File: config.mk
export PLATFORM = sky130hd
export DESIGN_NAME = keypad_scanner
export DESIGN_NICKNAME = d
export VERILOG_FILES = /design/src/rtl/keypad_pkg.sv /design/src/rtl/keypad_event_slot.sv /design/src/rtl/keypad_scanner.sv
export SDC_FILE = /design/constraint.sdc
export NUM_CORES = 1
export LEC_CHECK = 0
export CORE_MARGIN = 1.5
export CORE_UTILIZATION = 40
export CTS_BUF_LIST = sky130_fd_sc_hd__clkbuf_16
export DETAILED_ROUTE_END_ITERATION = 12
export PLACE_DENSITY = 0.63
export SLEW_MARGIN = 20
export SYNTH_ARGS = -nofsm -noshare
export SYNTH_HDL_FRONTEND = slang
export SYNTH_SLANG_ARGS = --single-unit
export TNS_END_PERCENT = 5
File: constraint.sdc
create_clock -name clk -period 2.4 [get_ports clk]
set_input_delay 0.72 -clock clk [delete_from_list [all_inputs] [get_ports clk]]
set_output_delay 0.72 -clock clk [all_outputs]
set_load 0.03 [all_outputs]
File: src/rtl/keypad_pkg.sv
// rtl/keypad_pkg.sv - shared state type and sizing helper for the keypad scanner
package keypad_pkg;

  typedef enum logic [1:0] {
    SCAN,
    PRESS_DB,
    HELD,
    REL_DB
  } state_e;

  function automatic int db_cnt_w(input int debounce_cycles);
    return $clog2(debounce_cycles + 1);
  endfunction

endpackage

File: src/rtl/keypad_event_slot.sv
// rtl/keypad_event_slot.sv - one-entry valid/ready event holding register with sticky overrun
module keypad_event_slot
  import keypad_pkg::*;
#(
  parameter int W = 4
) (
  input  logic         clk,
  input  logic         resetn,
  input  logic         post,
  input  logic [W-1:0] post_data,
  input  logic         ready,
  output logic         valid,
  output logic [W-1:0] data,
  output logic         overrun
);

  logic         valid_q, valid_d;
  logic [W-1:0] data_q, data_d;
  logic         overrun_q, overrun_d;
  logic         xfer;

  // A post in the same cycle as a transfer refills the slot instead of overrunning.
  always_comb begin
    xfer      = valid_q && ready;
    valid_d   = valid_q && !ready;
    data_d    = data_q;
    overrun_d = overrun_q;
    if (post) begin
      if (!valid_q || xfer) begin
        valid_d = 1'b1;
        data_d  = post_data;
      end else begin
        overrun_d = 1'b1;
      end
    end
  end

  always_ff @(posedge clk) begin
    if (!resetn) begin
      valid_q   <= 1'b0;
      data_q    <= '0;
      overrun_q <= 1'b0;
    end else begin
      valid_q   <= valid_d;
      data_q    <= data_d;
      overrun_q <= overrun_d;
    end
  end

  assign valid   = valid_q;
  assign data    = data_q;
  assign overrun = overrun_q;

endmodule

File: src/rtl/keypad_scanner.sv
// rtl/keypad_scanner.sv - matrix keypad scanner with debounce and event handshake (option: KEYPAD_AUTOREPEAT_EN)
module keypad_scanner
  import keypad_pkg::*;
#(
  parameter int NUM_ROWS        = 4,
  parameter int NUM_COLS        = 4,
  parameter int DWELL_CYCLES    = 1000,
  parameter int DEBOUNCE_CYCLES = 20000,
  parameter int REPEAT_DELAY    = 10_000_000,
  parameter int REPEAT_PERIOD   = 2_000_000,
  parameter int KEY_W           = $clog2(NUM_ROWS * NUM_COLS)
) (
  input  logic                clk,
  input  logic                reset,
  input  logic [NUM_COLS-1:0] cols,
  output logic [NUM_ROWS-1:0] rows,
  output logic [KEY_W-1:0]    key_code,
  output logic                key_valid,
  input  logic                key_ready,
  output logic                overrun
);

  localparam int RW  = $clog2(NUM_ROWS);
  localparam int CW  = $clog2(NUM_COLS);
  localparam int DWW = $clog2(DWELL_CYCLES + 1);
  localparam int DBW = db_cnt_w(DEBOUNCE_CYCLES);

  logic [NUM_COLS-1:0] cols_meta_q, cs_q;
  state_e              state_q, state_d;
  logic [RW-1:0]       row_q, row_d, next_row;
  logic [CW-1:0]       col_q, col_d, low_col;
  logic [DWW-1:0]      dwell_q, dwell_d;
  logic [DBW-1:0]      db_q, db_d;
  logic                post, post_any;
  logic [KEY_W-1:0]    post_code;

  assign next_row  = (row_q == RW'(NUM_ROWS - 1)) ? '0 : row_q + RW'(1);
  assign post_code = KEY_W'(row_q) * KEY_W'(NUM_COLS) + KEY_W'(col_q);

  always_comb begin
    rows        = '0;
    rows[row_q] = 1'b1;
  end

  // Descending scan so the lowest set column is the last one written.
  always_comb begin
    low_col = '0;
    for (int i = NUM_COLS - 1; i >= 0; i--) begin
      if (cs_q[i]) low_col = CW'(i);
    end
  end

  always_comb begin
    state_d = state_q;
    row_d   = row_q;
    col_d   = col_q;
    dwell_d = dwell_q;
    db_d    = db_q;
    post    = 1'b0;
    unique case (state_q)
      SCAN: begin
        if (dwell_q == DWW'(DWELL_CYCLES - 1)) begin
          dwell_d = '0;
          if (cs_q != '0) begin
            col_d   = low_col;
            db_d    = '0;
            state_d = PRESS_DB;
          end else begin
            row_d = next_row;
          end
        end else begin
          dwell_d = dwell_q + DWW'(1);
        end
      end
      PRESS_DB: begin
        if (!cs_q[col_q]) begin
          state_d = SCAN;
          row_d   = next_row;
        end else if (db_q == DBW'(DEBOUNCE_CYCLES)) begin
          post    = 1'b1;
          state_d = HELD;
        end else begin
          db_d = db_q + DBW'(1);
        end
      end
      HELD: begin
        if (!cs_q[col_q]) begin
          db_d    = '0;
          state_d = REL_DB;
        end
      end
      REL_DB: begin
        if (cs_q[col_q]) begin
          db_d    = '0;
          state_d = HELD;
        end else if (db_q == DBW'(DEBOUNCE_CYCLES)) begin
          state_d = SCAN;
          row_d   = next_row;
        end else begin
          db_d = db_q + DBW'(1);
        end
      end
      default: state_d = SCAN;
    endcase
  end

  always_ff @(posedge clk) begin
    if (!reset) begin
      cols_meta_q <= '0;
      cs_q        <= '0;
      state_q     <= SCAN;
      row_q       <= '0;
      col_q       <= '0;
      dwell_q     <= '0;
      db_q        <= '0;
    end else begin
      cols_meta_q <= cols;
      cs_q        <= cols_meta_q;
      state_q     <= state_d;
      row_q       <= row_d;
      col_q       <= col_d;
      dwell_q     <= dwell_d;
      db_q        <= db_d;
    end
  end

`ifdef KEYPAD_AUTOREPEAT_EN
  localparam int RPW = $clog2(((REPEAT_DELAY > REPEAT_PERIOD) ? REPEAT_DELAY : REPEAT_PERIOD) + 1);

  logic [RPW-1:0] rpt_q, rpt_d, rpt_last;
  logic           first_q, first_d, rpt_post;

  // Counter freezes in REL_DB so a bounce back to HELD keeps the repeat cadence.
  always_comb begin
    rpt_d    = rpt_q;
    first_d  = first_q;
    rpt_post = 1'b0;
    rpt_last = first_q ? RPW'(REPEAT_DELAY - 1) : RPW'(REPEAT_PERIOD - 1);
    if (state_q == SCAN || state_q == PRESS_DB) begin
      rpt_d   = '0;
      first_d = 1'b1;
    end else if (state_q == HELD && cs_q[col_q]) begin
      if (rpt_q == rpt_last) begin
        rpt_post = 1'b1;
        rpt_d    = '0;
        first_d  = 1'b0;
      end else begin
        rpt_d = rpt_q + RPW'(1);
      end
    end
  end

  always_ff @(posedge clk) begin
    if (!reset) begin
      rpt_q   <= '0;
      first_q <= 1'b1;
    end else begin
      rpt_q   <= rpt_d;
      first_q <= first_d;
    end
  end

  assign post_any = post | rpt_post;
`else
  assign post_any = post;
`endif

  keypad_event_slot #(
    .W(KEY_W)
  ) u_slot (
    .clk      (clk),
    .resetn   (reset),
    .post     (post_any),
    .post_data(post_code),
    .ready    (key_ready),
    .valid    (key_valid),
    .data     (key_code),
    .overrun  (overrun)
  );

endmodule

==> reports/summary.txt, run 1 <==
CP max stage delay - 0.59 ns
Power, Total - 1.486 mW
Row count - 26
Run status - finished clean
Top cells by area, synth - dfxtp_1 42%, nand2_1 4.8%, ha_1 4.1%, a21oi_1 4.0%, nand3_1 4.0%
Max Clk Rate - 441.7 MHz
Synth Area in Simple Gates - 28.76%
GRT Total Usage - 15.54%
Post-CTS setup buffer count - 0
Max-cap violations - 0
Netlist cell types - 44
Clk_lat worst skew - 0.28 ns
Synthesized area - 2127 um2
Inst Count DP - 329
Clock sinks - 45
Initial Util - 41.65%
Async set-reset flop share out of synthesis - 0%
GRT overflow - 0
Hold Vio Cnt, Final - 0
Share of the synthesized area in the top cell type - 42.35%
Post-synthesis sequential area ratio - 42.35%
CTS Hold Bufs - 0
Critical path class - flip-flop to output port
XOR/XNOR Fraction of Synth Area - 3.294%
Routability cong. - 0.7795
Largest net degree at the start of global routing - 27
Most common cell after layout, fill and taps aside - dfxtp_1
P_leak - 0.8852 nW
CP Buf/Inv Count - 2
Clock Pin Slew Worst Setup and Hold Paths - 0.06 ns
Die height - 75.92 um
Detailed Routing Iterations Pass 1 - 4
WP data required - 1.68 ns
Core footprint - 5107 um2
Synth Area in Compound Gates - 16.41%
Final Non-Filler Cells - 337
Largest family of logic cells by synthesized area - simple AND/OR/NAND/NOR gates
# resized after CTS - 0
Delay-heaviest family, CP - buffers and inverters
Routed len/inst - 12.23 um
PortBufs - 16
# fillers - 490
First-pass GRT wire length - 7438 um
Rel. slew slack - 40.70%
Post-Synthesis Cells - 245
Worst Max-Slew Pin Slew - 0.8895 ns
Most frequent cells in the layout - 45 x dfxtp_1, 27 x nand2_1, 17 x nand3_1, 17 x a21oi_1, 17 x o21ai_0
Mean post-synth cell area - 8.682 um2
Slowest stage cell, crit path - clkdlybuf4s50_1
Syn nets - 259
Die area - 5764 um2
Worst EP arrival - 1.54 ns
Num CTS Buffers - 5
Adder-cell share of the synthesized area - 4.118%
Final net count - 280
HP Class - flip-flop to flip-flop
# setup viols final - 0
Clock root buffer - clkbuf_16
Area delta synth->final - 18.65%
CTS tree - done
Final Cell Area - 2524 um2
DRC - 0
Yosys reg bits - 45
Most used DFF post-synth - dfxtp_1
# IOs - 17
Post-layout min period - 2.264 ns
Final period util - 94.34%
Yosys warnings - 0
Fin. max-slew vios - 0
Detail Route Antenna Nets - 0
Post-synth top area cell - dfxtp_1
Number of synthesized flops with an enable pin - 0
# diodes - 0
Number of global-route vias before repair - 1600
First-iteration detailed-routing DRC count - 105
Htree depth - 2
Routed via count - 1759
Vias per inst - 5.220
Critical path cell sequence - inv_1, ha_1, clkdlybuf4s50_1
Skew final - 0.006984 ns
TNS Setup - 0 ns
Peak supply drop - 0.0003895 V
PwrDens - 588.9 nW/um2
DP Wirelength - 2919 um
Placed Area - 2381 um2
RSZ-0062 raised after global routing - no
Final wirelength - 4123 um
Die Width - 75.92 um
Crit. End Element - output port
Ratio of cells with drive above 1 in the final layout - 7.865%
Largest buffer count on any clock path - 2
Mux contribution to synthesized area - 2.000%
CP Max Fanout - 5
Critical path launch point type - flip-flop
Initial antenna violation count - 0
## sequential cells by signal, indices dropped and copies added (netlist names), named ones only
signal	cells
cols_meta_q	4
cs_q	4
u_slot.overrun	1
u_slot.data	4
state_q	1
row_q	2
u_slot.valid	1
db_q	15
col_q	2
dwell_q	10
## cell usage after synthesis (2+ instances only)
master    number
a21boi_0       2
a21oi_1       17
a31oi_1        2
and2_1        12
and3_1         5
and4_1         3
clkbuf_1       6
dfxtp_1       45
ha_1           7
inv_1          7
mux2i_1        2
nand2_1       27
nand2b_1       3
nand3_1       17
nand3b_1       2
nand4_1        4
nor2_1        14
nor2b_1        2
nor3_1         4
nor3b_1        2
nor4b_1        2
o21a_1         2
o21ai_0       17
o221a_2        2
o22ai_1        3
o31ai_1        4
or3_1          6
or4_1          4
xnor2_1        3
xor2_1         5
## final timing paths
| path | slack, ns | depth (start not counted) | from | endpoint |
|---|---|---|---|---|
| max | 0.14 | 3 | row_q[0]$_SDFFE_PN0P_ | rows[0] |
| min | 0.43 | 1 | cols_meta_q[1]$_SDFF_PN0_ | cs_q[1]$_SDFF_PN0_ |
| max reg2reg | 0.20 | 5 | col_q[0]$_SDFFE_PN0P_ | db_q[6]$_SDFFE_PN0P_ |
| min reg2reg | 0.43 | 1 | cols_meta_q[1]$_SDFF_PN0_ | cs_q[1]$_SDFF_PN0_ |
## area by class of cell
type | count | area (um2) | share of cell area, %
flip-flops and latches | 45 | 900.9 | 35.70
inverters | 7 | 26.28 | 1.041
well taps | 70 | 87.58 | 3.471
clock inverters | 3 | 17.52 | 0.6941
multi-input cells | 185 | 1161 | 46.01
repair buffers | 22 | 205.2 | 8.131
clock buffers | 5 | 125.1 | 4.958
## stage by stage
| stage | util (%) | hold WS [ns] | setup slack, ns |
|---|---|---|---|
| detailed placement | 46.62 | 0.4189 | 0.2125 |
| CTS | 49.41 | 0.4359 | 0.1096 |
| global placement | 46.62 | 0.4142 | 0.2686 |
| global route | 49.41 | 0.4432 | 0.01918 |
| floorplan | - | 0.4119 | 0.4033 |
| finish | 49.41 | 0.4323 | 0.1358 |
## kinds of logic after synthesis
group,count (synthesis)
AO/OA/AOI/OAI,55
buffers and inverters,15
AND/OR/NAND/NOR,112
flip-flops,45
multiplexers,3
adder cells (fa/ha/maj),7
XOR/XNOR,8
## metal layers
layer / vias to the layer above / track usage, % / share of wire (%)
met4: 0 / 4.444 / 0.68
met5: - / 0 / 0
met2: 25 / 23.60 / 44
li1: 924 / - / -
met1: 808 / 22.25 / 52
met3: 2 / 3.253 / 3.3
## where the power goes
group	switching [mW]	internal, mW
sequential	0.00810	0.759
combinational	0.0343	0.0324
clock	0.272	0.381
total	0.314	1.17
No activity file was read; power rests on OpenSTA's default activity.
==> run 2, diff against run 1 <==
--- a/config.mk
+++ b/config.mk
@@ -10,6 +10,7 @@
 export CTS_BUF_LIST = sky130_fd_sc_hd__clkbuf_16
 export DETAILED_ROUTE_END_ITERATION = 12
 export PLACE_DENSITY = 0.63
+export RECOVER_POWER = 100
 export SLEW_MARGIN = 20
 export SYNTH_ARGS = -nofsm -noshare
 export SYNTH_HDL_FRONTEND = slang
==> run 2 against run 1 <==
Non-clock buffer count is the same. Sequential share of layout area grew 0.21 points. Via count is essentially flat. Register-to-register slack is essentially flat. Critical endpoint unchanged. Combinational power shrank 4.3%. Fmax is essentially flat. Cell count is the same. Hold slack gained 0.00069 ns.
==> reports/summary.txt, run 2 (synthesis gave the netlist of run 1 again) <==
Run status - finished clean (unchanged)
# setup viols final - 0 (unchanged)
Ratio of cells with drive above 1 in the final layout - 6.742% (was 7.865%)
RSZ-0062 raised after global routing - no (unchanged)
Area delta synth->final - 17.94% (was 18.65%)
Die height - 75.92 um (unchanged)
Final period util - 94.33% (was 94.34%)
Routability cong. - 0.7795 (unchanged)
Post-CTS setup buffer count - 0 (unchanged)
# fillers - 493 (was 490)
Max Clk Rate - 441.7 MHz (about the same)
PortBufs - 16 (unchanged)
R2R Path Start - col_q[0]$_SDFFE_PN0P_ (unchanged)
Critical path launch point type - flip-flop (unchanged)
Worst EP arrival - 1.54 ns (about the same)
Routed len/inst - 12.24 um (was 12.23 um)
Rel. slew slack - 40.80% (was 40.70%)
Largest net degree at the start of global routing - 27 (unchanged)
Max-cap violations - 0 (unchanged)
Most common cell after layout, fill and taps aside - dfxtp_1 (unchanged)
DRC - 0 (unchanged)
DP Wirelength - 2919 um (unchanged)
Routed via count - 1758 (was 1759)
Post-layout min period - 2.264 ns (about the same)
Critical path class - flip-flop to output port (unchanged)
GRT Total Usage - 15.54% (unchanged)
Clock Pin Slew Worst Setup and Hold Paths - 0.06 ns (about the same)
GRT overflow - 0 (unchanged)
WP data required - 1.68 ns (about the same)
# diodes - 0 (unchanged)
Worst Max-Slew Pin Slew - 0.8879 ns (was 0.8895 ns)
CTS Hold Bufs - 0 (unchanged)
# IOs - 17 (unchanged)
Inst Count DP - 329 (unchanged)
HP Class - flip-flop to flip-flop (unchanged)
PwrDens - 591.1 nW/um2 (was 588.9 nW/um2)
Largest buffer count on any clock path - 2 (unchanged)
Number of global-route vias before repair - 1600 (unchanged)
Top Registers - db_q x15, dwell_q x10 (unchanged)
Hold Vio Cnt, Final - 0 (unchanged)
Core footprint - 5107 um2 (unchanged)
First-pass GRT wire length - 7438 um (unchanged)
CTS tree - done (unchanged)
Detailed Routing Iterations Pass 1 - 4 (unchanged)
Final Non-Filler Cells - 337 (unchanged)
Fin. max-slew vios - 0 (unchanged)
Die Width - 75.92 um (unchanged)
Detail Route Antenna Nets - 0 (unchanged)
First-iteration detailed-routing DRC count - 108 (was 105)
Final hold slack - 0.4330 ns (was 0.4323 ns)
Final wirelength - 4124 um (was 4123 um)
Clock root buffer - clkbuf_16 (unchanged)
R2R Path End - db_q[6]$_SDFFE_PN0P_ (unchanged)
Clock sinks - 45 (unchanged)
Reg2reg setup slack - 0.19 ns (was 0.20 ns)
# resized after CTS - 0 (unchanged)
TNS Setup - 0 ns (unchanged)
Largest Register - db_q (unchanged)
Htree depth - 2 (unchanged)
HP Start - cols_meta_q[3]$_SDFF_PN0_ (was cols_meta_q[1]$_SDFF_PN0_)
Crit. End Element - output port (unchanged)
CP Max Fanout - 5 (unchanged)
Final net count - 280 (unchanged)
Die area - 5764 um2 (unchanged)
Max reg flops - 15 (unchanged)
Skew final - 0.005830 ns (was 0.006984 ns)
Num CTS Buffers - 5 (unchanged)
Clk_lat worst skew - 0.28 ns (about the same)
Initial antenna violation count - 0 (unchanged)
Hold path depth - 1 (unchanged)
FF-to-FF path depth - 5 (unchanged)
Most frequent cells in the layout - 45 x dfxtp_1, 27 x nand2_1, 17 x nand3_1, 17 x a21oi_1, 17 x o21ai_0 (unchanged)
Worst Hold Endpoint - cs_q[3]$_SDFF_PN0_ (was cs_q[1]$_SDFF_PN0_)
P_leak - 0.8924 nW (was 0.8852 nW)
Initial Util - 41.65% (unchanged)
Row count - 26 (unchanged)
Vias per inst - 5.217 (was 5.220)
Peak supply drop - 0.0003885 V (was 0.0003895 V)
## run 2: cell types whose count changed in the layout (fill, tap and decap cells not counted)
| cell | previous run | this run |
|---|---|---|
| and2_0 | 0 | 7 |
| and2_1 | 12 | 5 |
| buf_4 | 6 | 4 |
| clkbuf_1 | 0 | 2 |
| clkdlybuf4s50_1 | 16 | 9 |
| dlygate4sd3_1 | 0 | 7 |
| nor2b_1 | 2 | 3 |
| nor2b_4 | 1 | 0 |
## run 2: critical path: stages, from the launching register on
cell and delay, ns:
dfxtp_1 0.40, inv_1 0.08, ha_1 0.19, clkdlybuf4s50_1 0.59
## run 2: worst max-delay path by stage
stage                                  startpoint               endpoint  slack [ns]  depth (start not counted)
final                       row_q[0]$_SDFFE_PN0P_                rows[0]        0.14                          3
after global routing        row_q[0]$_SDFFE_PN0P_                rows[2]        0.02                          3
after CTS                   row_q[0]$_SDFFE_PN0P_                rows[0]        0.11                          3
after detailed placement    col_q[0]$_SDFFE_PN0P_   db_q[6]$_SDFFE_PN0P_        0.21                          5
after global placement      col_q[0]$_SDFFE_PN0P_  db_q[13]$_SDFFE_PN0P_        0.27                          5
after floorplan           dwell_q[0]$_SDFFE_PN0P_   db_q[6]$_SDFFE_PN0P_        0.40                          6
## run 2: metal layers
| metal | track usage (%) | vias to the layer above | wire length, um | share of wire, % |
|---|---|---|---|---|
| li1 | - | 925 | - | - |
| met1 | 22.25 | 805 | 2151 | 52 |
| met2 | 23.60 | 26 | 1807 | 44 |
| met3 | 3.253 | 2 | 137 | 3.3 |
| met4 | 4.444 | 0 | 28 | 0.68 |
| met5 | 0 | - | 0 | 0 |
## run 2: report_power, final
group	total, mW	switching [mW]	internal (mW)
logic	0.0638	0.0342	0.0296
registers	0.767	0.00830	0.759
clock network	0.652	0.271	0.381
total	1.48	0.313	1.17
## run 2: cell type report
| class | count | area (um2) | share of cell area (%) |
|---|---|---|---|
| timing repair buffer | 22 | 197.7 | 7.880 |
| clock inverter | 3 | 17.52 | 0.6983 |
| tap | 70 | 87.58 | 3.491 |
| inverter | 7 | 26.28 | 1.047 |
| sequential | 45 | 900.9 | 35.91 |
| clock buffer | 5 | 125.1 | 4.988 |
| multi-input combinational | 185 | 1154 | 45.99 |
## run 2: through the flow
step	worst slack, ns	power (mW)	utilization [%]	instance area [um2]
finish	0.1360	1.483	49.12	2509
global route	0.01918	1.560	49.12	2509
CTS	0.1096	1.511	49.41	2524
detailed placement	0.2125	0.8503	46.62	2381
global placement	0.2686	0.8492	46.62	2381
floorplan	0.4033	0.8262	-	2127
